### src/rtl/fifo_wr_status_sync_if.sv
// Status bundle between the write-domain status block and its user.
// The master drives the request, both pointers and the overflow clear.
// The slave (fifo_wr_status_sync) returns the gated enable and the fill flags.
interface fifo_wr_status_sync_if #(
  parameter int unsigned depth = 8
) ();

  logic             wr_request;
  logic [depth-1:0] wr_gray;
  logic [depth-1:0] rd_gray;
  logic             overflow_clear;
  logic             wr_enable;
  logic             full;
  logic             almost_full;
  logic [depth-1:0] level;
  logic             overflow;
  logic             gray_error;

  modport master (
    output wr_request,
    output wr_gray,
    output rd_gray,
    output overflow_clear,
    input  wr_enable,
    input  full,
    input  almost_full,
    input  level,
    input  overflow,
    input  gray_error
  );

  modport slave (
    input  wr_request,
    input  wr_gray,
    input  rd_gray,
    input  overflow_clear,
    output wr_enable,
    output full,
    output almost_full,
    output level,
    output overflow,
    output gray_error
  );

endinterface

### src/rtl/fifo_wr_status_sync.sv
// Write-domain status for the dual-clock FIFO.
// The block brings the read-pointer Gray code into wr_clock through a synchroniser.
// It decodes both pointers to binary and derives level, full and almost_full.
// It gates writes with full and keeps a sticky overflow flag.
// Optional macro FIFO_GRAY_CHECK_EN adds a sticky multi-bit-change detector on the
// synchronised read pointer (gray_error); without it gray_error is tied to 0.
module fifo_wr_status_sync #(
  parameter int unsigned depth              = 8,
  parameter int unsigned sync_stages        = 2,
  parameter int unsigned almost_full_margin = 2
) (
  input logic                   wr_clock,
  input logic                   reset_n,
  fifo_wr_status_sync_if.slave  status_if
);

  localparam int unsigned      Capacity  = 1 << (depth - 1);
  localparam logic [depth-1:0] FullLevel = depth'(Capacity);
  localparam logic [depth-1:0] AfLevel   = depth'(Capacity - almost_full_margin);

  function automatic logic [depth-1:0] gray2bin(input logic [depth-1:0] g);
    logic [depth-1:0] bin;
    bin[depth-1] = g[depth-1];
    for (int i = int'(depth) - 2; i >= 0; i--) begin
      bin[i] = bin[i+1] ^ g[i];
    end
    return bin;
  endfunction

  logic [depth-1:0] sync_q [sync_stages];
  logic [depth-1:0] sync_d [sync_stages];
  logic [depth-1:0] rd_gray_s;
  logic [depth-1:0] rd_bin_q, rd_bin_d;
  logic [depth-1:0] wr_bin;
  logic [depth-1:0] level;
  logic             full;
  logic             overflow_q, overflow_d;

  // Plain shift chain: nothing between stages so each flop only ever sees a flop output.
  always_comb begin
    sync_d[0] = status_if.rd_gray;
    for (int unsigned i = 1; i < sync_stages; i++) begin
      sync_d[i] = sync_q[i-1];
    end
  end

  assign rd_gray_s = sync_q[sync_stages-1];

  // Synchroniser flops.
  always_ff @(posedge wr_clock or negedge reset_n) begin
    if (!reset_n) begin
      for (int unsigned i = 0; i < sync_stages; i++) begin
        sync_q[i] <= '0;
      end
    end else begin
      sync_q <= sync_d;
    end
  end

  // Read pointer is decoded into a register; the write pointer is already registered upstream.
  always_comb begin
    rd_bin_d = gray2bin(rd_gray_s);
    wr_bin   = gray2bin(status_if.wr_gray);
  end

  // Fill arithmetic: modulo subtraction absorbs pointer wrap with no special case.
  always_comb begin
    level = wr_bin - rd_bin_q;
    full  = (level == FullLevel);
  end

  // Overflow flag: a rejected write wins over a clear in the same cycle.
  always_comb begin
    overflow_d = overflow_q;
    if (status_if.wr_request && full) begin
      overflow_d = 1'b1;
    end else if (status_if.overflow_clear) begin
      overflow_d = 1'b0;
    end
  end

  // Decoded read pointer and sticky overflow.
  always_ff @(posedge wr_clock or negedge reset_n) begin
    if (!reset_n) begin
      rd_bin_q   <= '0;
      overflow_q <= 1'b0;
    end else begin
      rd_bin_q   <= rd_bin_d;
      overflow_q <= overflow_d;
    end
  end

`ifdef FIFO_GRAY_CHECK_EN
  logic [depth-1:0] prev_gray_q, prev_gray_d;
  logic [depth-1:0] gray_diff;
  logic             seen_one, multi_bit;
  logic             gray_error_q, gray_error_d;

  // A legal Gray sequence changes at most one bit per sampled step.
  always_comb begin
    prev_gray_d  = rd_gray_s;
    gray_diff    = rd_gray_s ^ prev_gray_q;
    seen_one     = 1'b0;
    multi_bit    = 1'b0;
    for (int unsigned i = 0; i < depth; i++) begin
      if (gray_diff[i]) begin
        if (seen_one) begin
          multi_bit = 1'b1;
        end
        seen_one = 1'b1;
      end
    end
    gray_error_d = gray_error_q | multi_bit;
  end

  // Previous-sample register and sticky error; reset seeds the comparison with 0.
  always_ff @(posedge wr_clock or negedge reset_n) begin
    if (!reset_n) begin
      prev_gray_q  <= '0;
      gray_error_q <= 1'b0;
    end else begin
      prev_gray_q  <= prev_gray_d;
      gray_error_q <= gray_error_d;
    end
  end

  assign status_if.gray_error = gray_error_q;
`else
  assign status_if.gray_error = 1'b0;
`endif

  assign status_if.level       = level;
  assign status_if.full        = full;
  assign status_if.almost_full = (level >= AfLevel);
  assign status_if.wr_enable   = status_if.wr_request & ~full;
  assign status_if.overflow    = overflow_q;

endmodule

### src/flat_wrapper.sv
// flat-port wrapper written by rule: the top's interface ports become plain ports
module fifo_wr_status_sync_flat 
#(
  parameter int unsigned depth              = 8,
  parameter int unsigned sync_stages        = 2,
  parameter int unsigned almost_full_margin = 2
)
  (wr_clock, reset_n, status_if_wr_request, status_if_wr_gray, status_if_rd_gray, status_if_overflow_clear, status_if_wr_enable, status_if_full, status_if_almost_full, status_if_level, status_if_overflow, status_if_gray_error);
  fifo_wr_status_sync_if #(.depth(depth)) status_if_i ();
  input logic wr_clock;
  input logic reset_n;
  input wire logic [$bits(status_if_i.wr_request)-1:0] status_if_wr_request;
  input wire logic [$bits(status_if_i.wr_gray)-1:0] status_if_wr_gray;
  input wire logic [$bits(status_if_i.rd_gray)-1:0] status_if_rd_gray;
  input wire logic [$bits(status_if_i.overflow_clear)-1:0] status_if_overflow_clear;
  output wire logic [$bits(status_if_i.wr_enable)-1:0] status_if_wr_enable;
  output wire logic [$bits(status_if_i.full)-1:0] status_if_full;
  output wire logic [$bits(status_if_i.almost_full)-1:0] status_if_almost_full;
  output wire logic [$bits(status_if_i.level)-1:0] status_if_level;
  output wire logic [$bits(status_if_i.overflow)-1:0] status_if_overflow;
  output wire logic [$bits(status_if_i.gray_error)-1:0] status_if_gray_error;
  assign status_if_i.wr_request = status_if_wr_request;
  assign status_if_i.wr_gray = status_if_wr_gray;
  assign status_if_i.rd_gray = status_if_rd_gray;
  assign status_if_i.overflow_clear = status_if_overflow_clear;
  assign status_if_wr_enable = status_if_i.wr_enable;
  assign status_if_full = status_if_i.full;
  assign status_if_almost_full = status_if_i.almost_full;
  assign status_if_level = status_if_i.level;
  assign status_if_overflow = status_if_i.overflow;
  assign status_if_gray_error = status_if_i.gray_error;
  fifo_wr_status_sync #(.depth(depth), .sync_stages(sync_stages), .almost_full_margin(almost_full_margin)) u_core (.wr_clock(wr_clock), .reset_n(reset_n), .status_if(status_if_i));
endmodule
### config.mk
export PLATFORM = sky130hd
export DESIGN_NAME = fifo_wr_status_sync_flat
export DESIGN_NICKNAME = d
export VERILOG_FILES = /design/src/rtl/fifo_wr_status_sync_if.sv /design/src/rtl/fifo_wr_status_sync.sv /design/src/flat_wrapper.sv
export SDC_FILE = /design/constraint.sdc
export NUM_CORES = 1
export LEC_CHECK = 0
export CAP_MARGIN = 20
export CORE_MARGIN = 3
export CORE_UTILIZATION = 45
export CTS_CLUSTER_DIAMETER = 30
export DETAILED_ROUTE_END_ITERATION = 8
export GPL_ROUTABILITY_DRIVEN = 1
export PLACE_DENSITY = 0.81
export SYNTH_ARGS = -nofsm -noshare
export SYNTH_HDL_FRONTEND = slang
export SYNTH_SLANG_ARGS = --single-unit
### constraint.sdc
create_clock -name wr_clock -period 4.54 [get_ports wr_clock]
set_input_delay 0.681 -clock wr_clock [delete_from_list [all_inputs] [get_ports wr_clock]]
set_output_delay 0.681 -clock wr_clock [all_outputs]
set_load 0.05 [all_outputs]
Word-level counts from Yosys, hierarchy flattened. Index checks and enable logic that the tools add are counted.

Logic and storage cells: 27. Flip-flop bits (word level): 25. Bits of input ports: 20. Output and inout bits: 13.

Equality and inequality tests: 1. Reductions and logical operators: 2. Order comparisons: 1. Muxes and demuxes: 2. $add $sub $neg: 1. Bitwise logic cells: 16.

Operators with widths (number): 1-bit bitwise XOR (14); 8-bit equality test (second input constant) (1); 8-bit by 7-bit >= comparator with 1-bit output (second input constant) (1); 8-bit subtractor (1); 1-bit 2-to-1 mux (2); 2-bit nonzero test (1); 1-bit AND (1); 1-bit logical AND (1); 1-bit NOT (1).

Depth between registers and ports, before layout.
Word-level depth: 11. Depth in mapped cells: 14. Gate-level depth less buffers: 14.

Least setup slack after synthesis. Ideal clock, no wire load.

Kind: input port to output port. Start: input port status_if_wr_gray[5]. End: output port status_if_wr_enable. Buffers on the path: 0. Required time: 3.859 ns. Setup slack: -1.048 ns. Stages: 13. Arrival: 4.907 ns. Cell sequence: xnor3_1 xor2_2 xnor2_2 xnor2_2 xor2_2 xor2_1 ha_1 nand2b_1 a211oi_1 o41a_1 xnor2_1 nor4b_4 nor2b_1.

Word-level cells in the longest chain between the ends: 10.

Ends and longest elaborated chain: start: declaration (RTL line flat_wrapper.sv:13) `input wire logic [$bits(status_if_i.wr_gray)-1:0] status_if_wr_gray;`; 1-bit bitwise XOR * (RTL line fifo_wr_status_sync.sv:25) `bin[i] = bin[i+1] ^ g[i];`; 1-bit bitwise XOR (5 in a row) (RTL line fifo_wr_status_sync.sv:25); 8-bit subtractor * (RTL line fifo_wr_status_sync.sv:68) `level = wr_bin - rd_bin_q;`; via status_if_level[7] (RTL line flat_wrapper.sv:19) `output wire logic [$bits(status_if_i.level)-1:0] status_if_level;`; 8-bit equality test * (RTL line fifo_wr_status_sync.sv:69) `full = (level == FullLevel);`; via status_if_full (RTL line flat_wrapper.sv:17) `output wire logic [$bits(status_if_i.full)-1:0] status_if_full;`; 1-bit NOT * (RTL line fifo_wr_status_sync.sv:135) `assign status_if.wr_enable = status_if.wr_request & ~full;`; 1-bit AND * (RTL line fifo_wr_status_sync.sv:135); end: declaration (RTL line flat_wrapper.sv:16) `output wire logic [$bits(status_if_i.wr_enable)-1:0] status_if_wr_enable;`.

Mark *: on every way through the listed nets, which the timed path passes. The rest lies on a longest branch.

Worst setup path after layout.
Start: input port status_if_wr_gray[7]. End: output port status_if_wr_enable.

Word-level cells in the longest chain between the ends: 11.

Ends and longest elaborated chain (RTL line): 1-bit bitwise XOR (7 in a row) (fifo_wr_status_sync.sv:25); 8-bit subtractor * (fifo_wr_status_sync.sv:68); 8-bit equality test * (fifo_wr_status_sync.sv:69); 1-bit NOT * (fifo_wr_status_sync.sv:135); 1-bit AND * (fifo_wr_status_sync.sv:135).

Every way passes the cells marked *; elsewhere a longest branch is shown, timed or not.

==> impl_metrics.tcl <==
set metrics [dict create \
    reg2reg_setup_slack_ns 2.31 \
    start_util_pct 49.4 \
    dieArea_um2 3490 \
    via_per_inst 4.82 \
    synth_mux_area_share_pct 0 \
    power_density_nw_per_um2 772 \
    power_frac_seq_pct 16.5 \
    mostFrequentLayoutCells "dfrtp_1 (25), buf_4 (23), inv_1 (19)" \
    cts.clk_slew.worst_paths_ns 0.12 \
    pwr-share-clk_pct 5.9 \
    hold_path.class "reg2reg" \
    drtAntennaViolNets 0 \
    hp-start "u_core.sync_d[0]$_DFF_PN0_" \
    grt_pass1_wl_um 4100 \
    synth_area_um2 1270 \
    cp.arrival_ns 3.86 \
    grt_pass1_vias 961 \
    swShare_pct 43.4 \
    synth_top_family_by_area "XOR/XNOR gates" \
    finalClockSkew_ns 0.00636 \
    grt_max_degree 26 \
    die_h_um 59.1 \
    layout_worst_path_cycle_share_pct 100 \
    yosysWarnings 0 \
    synth-simple-area-share_pct 8.58 \
    ir_worst_vdd_mv 0.851 \
    setup_viol 1 \
    core_area_um2 2570 \
    synth_cell_types 29 \
    p_sw_mw 0.676 \
    synth_xor_area_share_pct 20.8 \
    cts_buffer_depth 2 \
    min_path_cells 0 \
    max-cap-violations 0 \
    whs_endpoint "u_core.rd_gray_s[0]$_DFF_PN0_" \
    internal-power_mw 0.882 \
    cts_hold_buf 0 \
    gp_congestion 0.819 \
    regToRegStartpoint "u_core.rd_bin_q[0]$_DFF_PN0_" \
    area_growth_pct 59.2 \
    synth_top_area_cell "dfrtp_1" \
    syn-num-nets 130 \
    fin_tns_setup_ns -0.00367 \
    synth-seq-cells 25 \
    drtIter0Drc 12 \
    track_usage_pct 16.3 \
    reg2reg_depth 9 \
    final_cell_area_um2 2020 \
    hold_viol 0 \
    synth.area.top_cells "dfrtp_1 (49%), ha_1 (6.9%), xnor2_2 (6.4%)" \
    place.detailed.hpwl_um 1940 \
    avgSynthCellArea_um2 12.4 \
    max_freq_mhz 220 \
    via_count 916 \
    antenna_found_initial 0 \
    cts_tree "built" \
    placed_cells 177 \
    status "complete, but fails checks" \
    crit_path_max_fanout 3 \
    leakagePower_nw 1.01 \
    cp.required_ns 3.86 \
    cp-end-kind "output port" \
    finalNetCount 189 \
    synth_top_area_share_pct 49.3 \
    htreeDepth 1 \
    rows 18 \
    pwr-share-comb_pct 77.6 \
    cts_made_buffers 3 \
    clkSinkCount 25 \
    layout_commonest_cell "dfrtp_1" \
    layout_setup_ws_ns -0.00367 \
    drcViolationCount 0 \
    critical_path_class "in2out" \
    rsz0062_at_grt "yes" \
    postPlaceCellArea_um2 1870 \
    fin_crit_ns 4.54 \
    instances_no_fill 190 \
    synth.yosys.seq_area_share_pct 49.3 \
    synth_fa_ha_area_share_pct 8.48 \
    drt-total-wl_um 2380 \
    drive_gt1_share_pct 40.0 \
    fp.dieW_um 59.1 \
    clk_latency_ns 0.31 \
    synth_cells 102 \
    startpoint_type "primary input" \
    preCtsSetupSlack_ns -0.582 \
    gr-total-overflow 0 \
    rr_endpoint "u_core.status_if.overflow$_DFFE_PN0P_" \
    synth_compound_area_share_pct 6.31 \
    failed_checks "setup timing" \
    portBuffers 31 \
    post_drt_wl_per_cell_um 12.5 \
    ios 33 \
    dr.pass1.iters 4 \
    diodes 0 \
    finalPower_mw 1.56 \
    root_buffer "clkbuf_4" \
    slew_viol_final 0 \
]
==> area by class of cell <==
| cell class | instances | area (um2) |
|---|---|---|
| multi-input combinational | 57 | 661 |
| sequential | 25 | 626 |
| tap | 30 | 37.5 |
| timing repair buffer | 55 | 598 |
| fill | 164 | 548 |
| clock buffer | 4 | 26.3 |
| inverter | 19 | 71.3 |
==> cell usage after synthesis <==
| master | instances |
|---|---|
| dfrtp_1 | 25 |
| inv_1 | 19 |
| ha_1 | 7 |
| nor2_1 | 5 |
| xnor2_1 | 5 |
| xnor2_2 | 5 |
| xor2_1 | 5 |
| nand2b_1 | 3 |
| nand3_1 | 3 |
| xor2_2 | 3 |
| a21oi_1 | 2 |
| nor2b_1 | 2 |
| nor3_1 | 2 |
| a2111o_1 | 1 |
| a211oi_1 | 1 |
| a21o_1 | 1 |
| a221oi_1 | 1 |
| a22o_1 | 1 |
| a41o_1 | 1 |
| and3_1 | 1 |
| buf_4 | 1 |
| conb_1 | 1 |
| fa_1 | 1 |
| nand2_1 | 1 |
| nor4b_4 | 1 |
| o21ai_0 | 1 |
| o41a_1 | 1 |
| xnor3_1 | 1 |
| xnor3_2 | 1 |
==> worst max path at each step <==
stage / from / endpoint / slack (ns)
2_1_floorplan: status_if_wr_gray[5] / status_if_wr_enable / -0.38
3_3_place_gp: status_if_wr_gray[5] / status_if_full / -0.39
3_5_place_dp: status_if_wr_gray[5] / status_if_full / -0.58
4_1_cts: status_if_wr_gray[7] / status_if_wr_enable / -0.10
5_1_grt: status_if_wr_gray[7] / status_if_wr_enable / -0.08
6_report: status_if_wr_gray[7] / status_if_wr_enable / -0.004
==> registers in the layout (all words and copies together), names as in the netlist <==
| register | cells |
|---|---|
| u_core.sync_d | 8 |
| u_core.status_if.overflow | 1 |
| u_core.rd_gray_s | 8 |
| u_core.rd_bin_q | 8 |
==> layer usage <==
layer	vias up	routed length [um]	global-route usage [%]
met5	-	0	0
met4	0	78	10.0
met3	7	119	2.18
met2	31	1270	28.7
met1	439	906	18.5
li1	439	-	-
==> stage by stage <==
stage               hold slack [ns]  util [%]
global placement              0.333      72.7
finish                        0.360      78.7
CTS                           0.363      76.0
detailed placement            0.336      72.7
global route                  0.371      78.7
floorplan                     0.331         -
==> timing repair <==
action                     in CTS  in global routing
pin swaps                      11                 12
buffers inserted                5                  4
setup endpoints to repair       7                  4
resized for setup              15                  7
==> cell families (layout without fill, tap and decap cells) <==
kind of cell             count (synthesis)  count (layout)
flip-flops                              25              25
XOR/XNOR                                20              20
buffers and inverters                   20              78
AND/OR/NAND/NOR                         18              18
AO/OA/AOI/OAI                           10              10
adder cells (fa/ha/maj)                  8               8
other                                    1               1
==> critical path: stages <==
cell      delay (ns)
buf_6           0.07
xnor3_2         0.43
xor2_2          0.18
xnor2_2         0.23
xnor2_2         0.12
xor2_2          0.19
xor2_1          0.15
ha_2            0.19
fa_2            0.34
nand2b_4        0.16
a21oi_4         0.18
a2111o_1        0.22
nand3_4         0.10
nor4b_4         0.26
buf_4           0.17
nor2b_4         0.04
buf_8           0.14
==> power by group through the flow <==
stage	Combinational [mW]	Sequential, mW	Clock (mW)
after floorplan	0.599	0.261	0
after global placement	1.11	0.261	0
after detailed placement	1.14	0.262	0
after CTS	1.18	0.257	0.0978
after global routing	1.28	0.260	0.114
final	1.21	0.257	0.0920
Power figures use the tool's default switching activity.
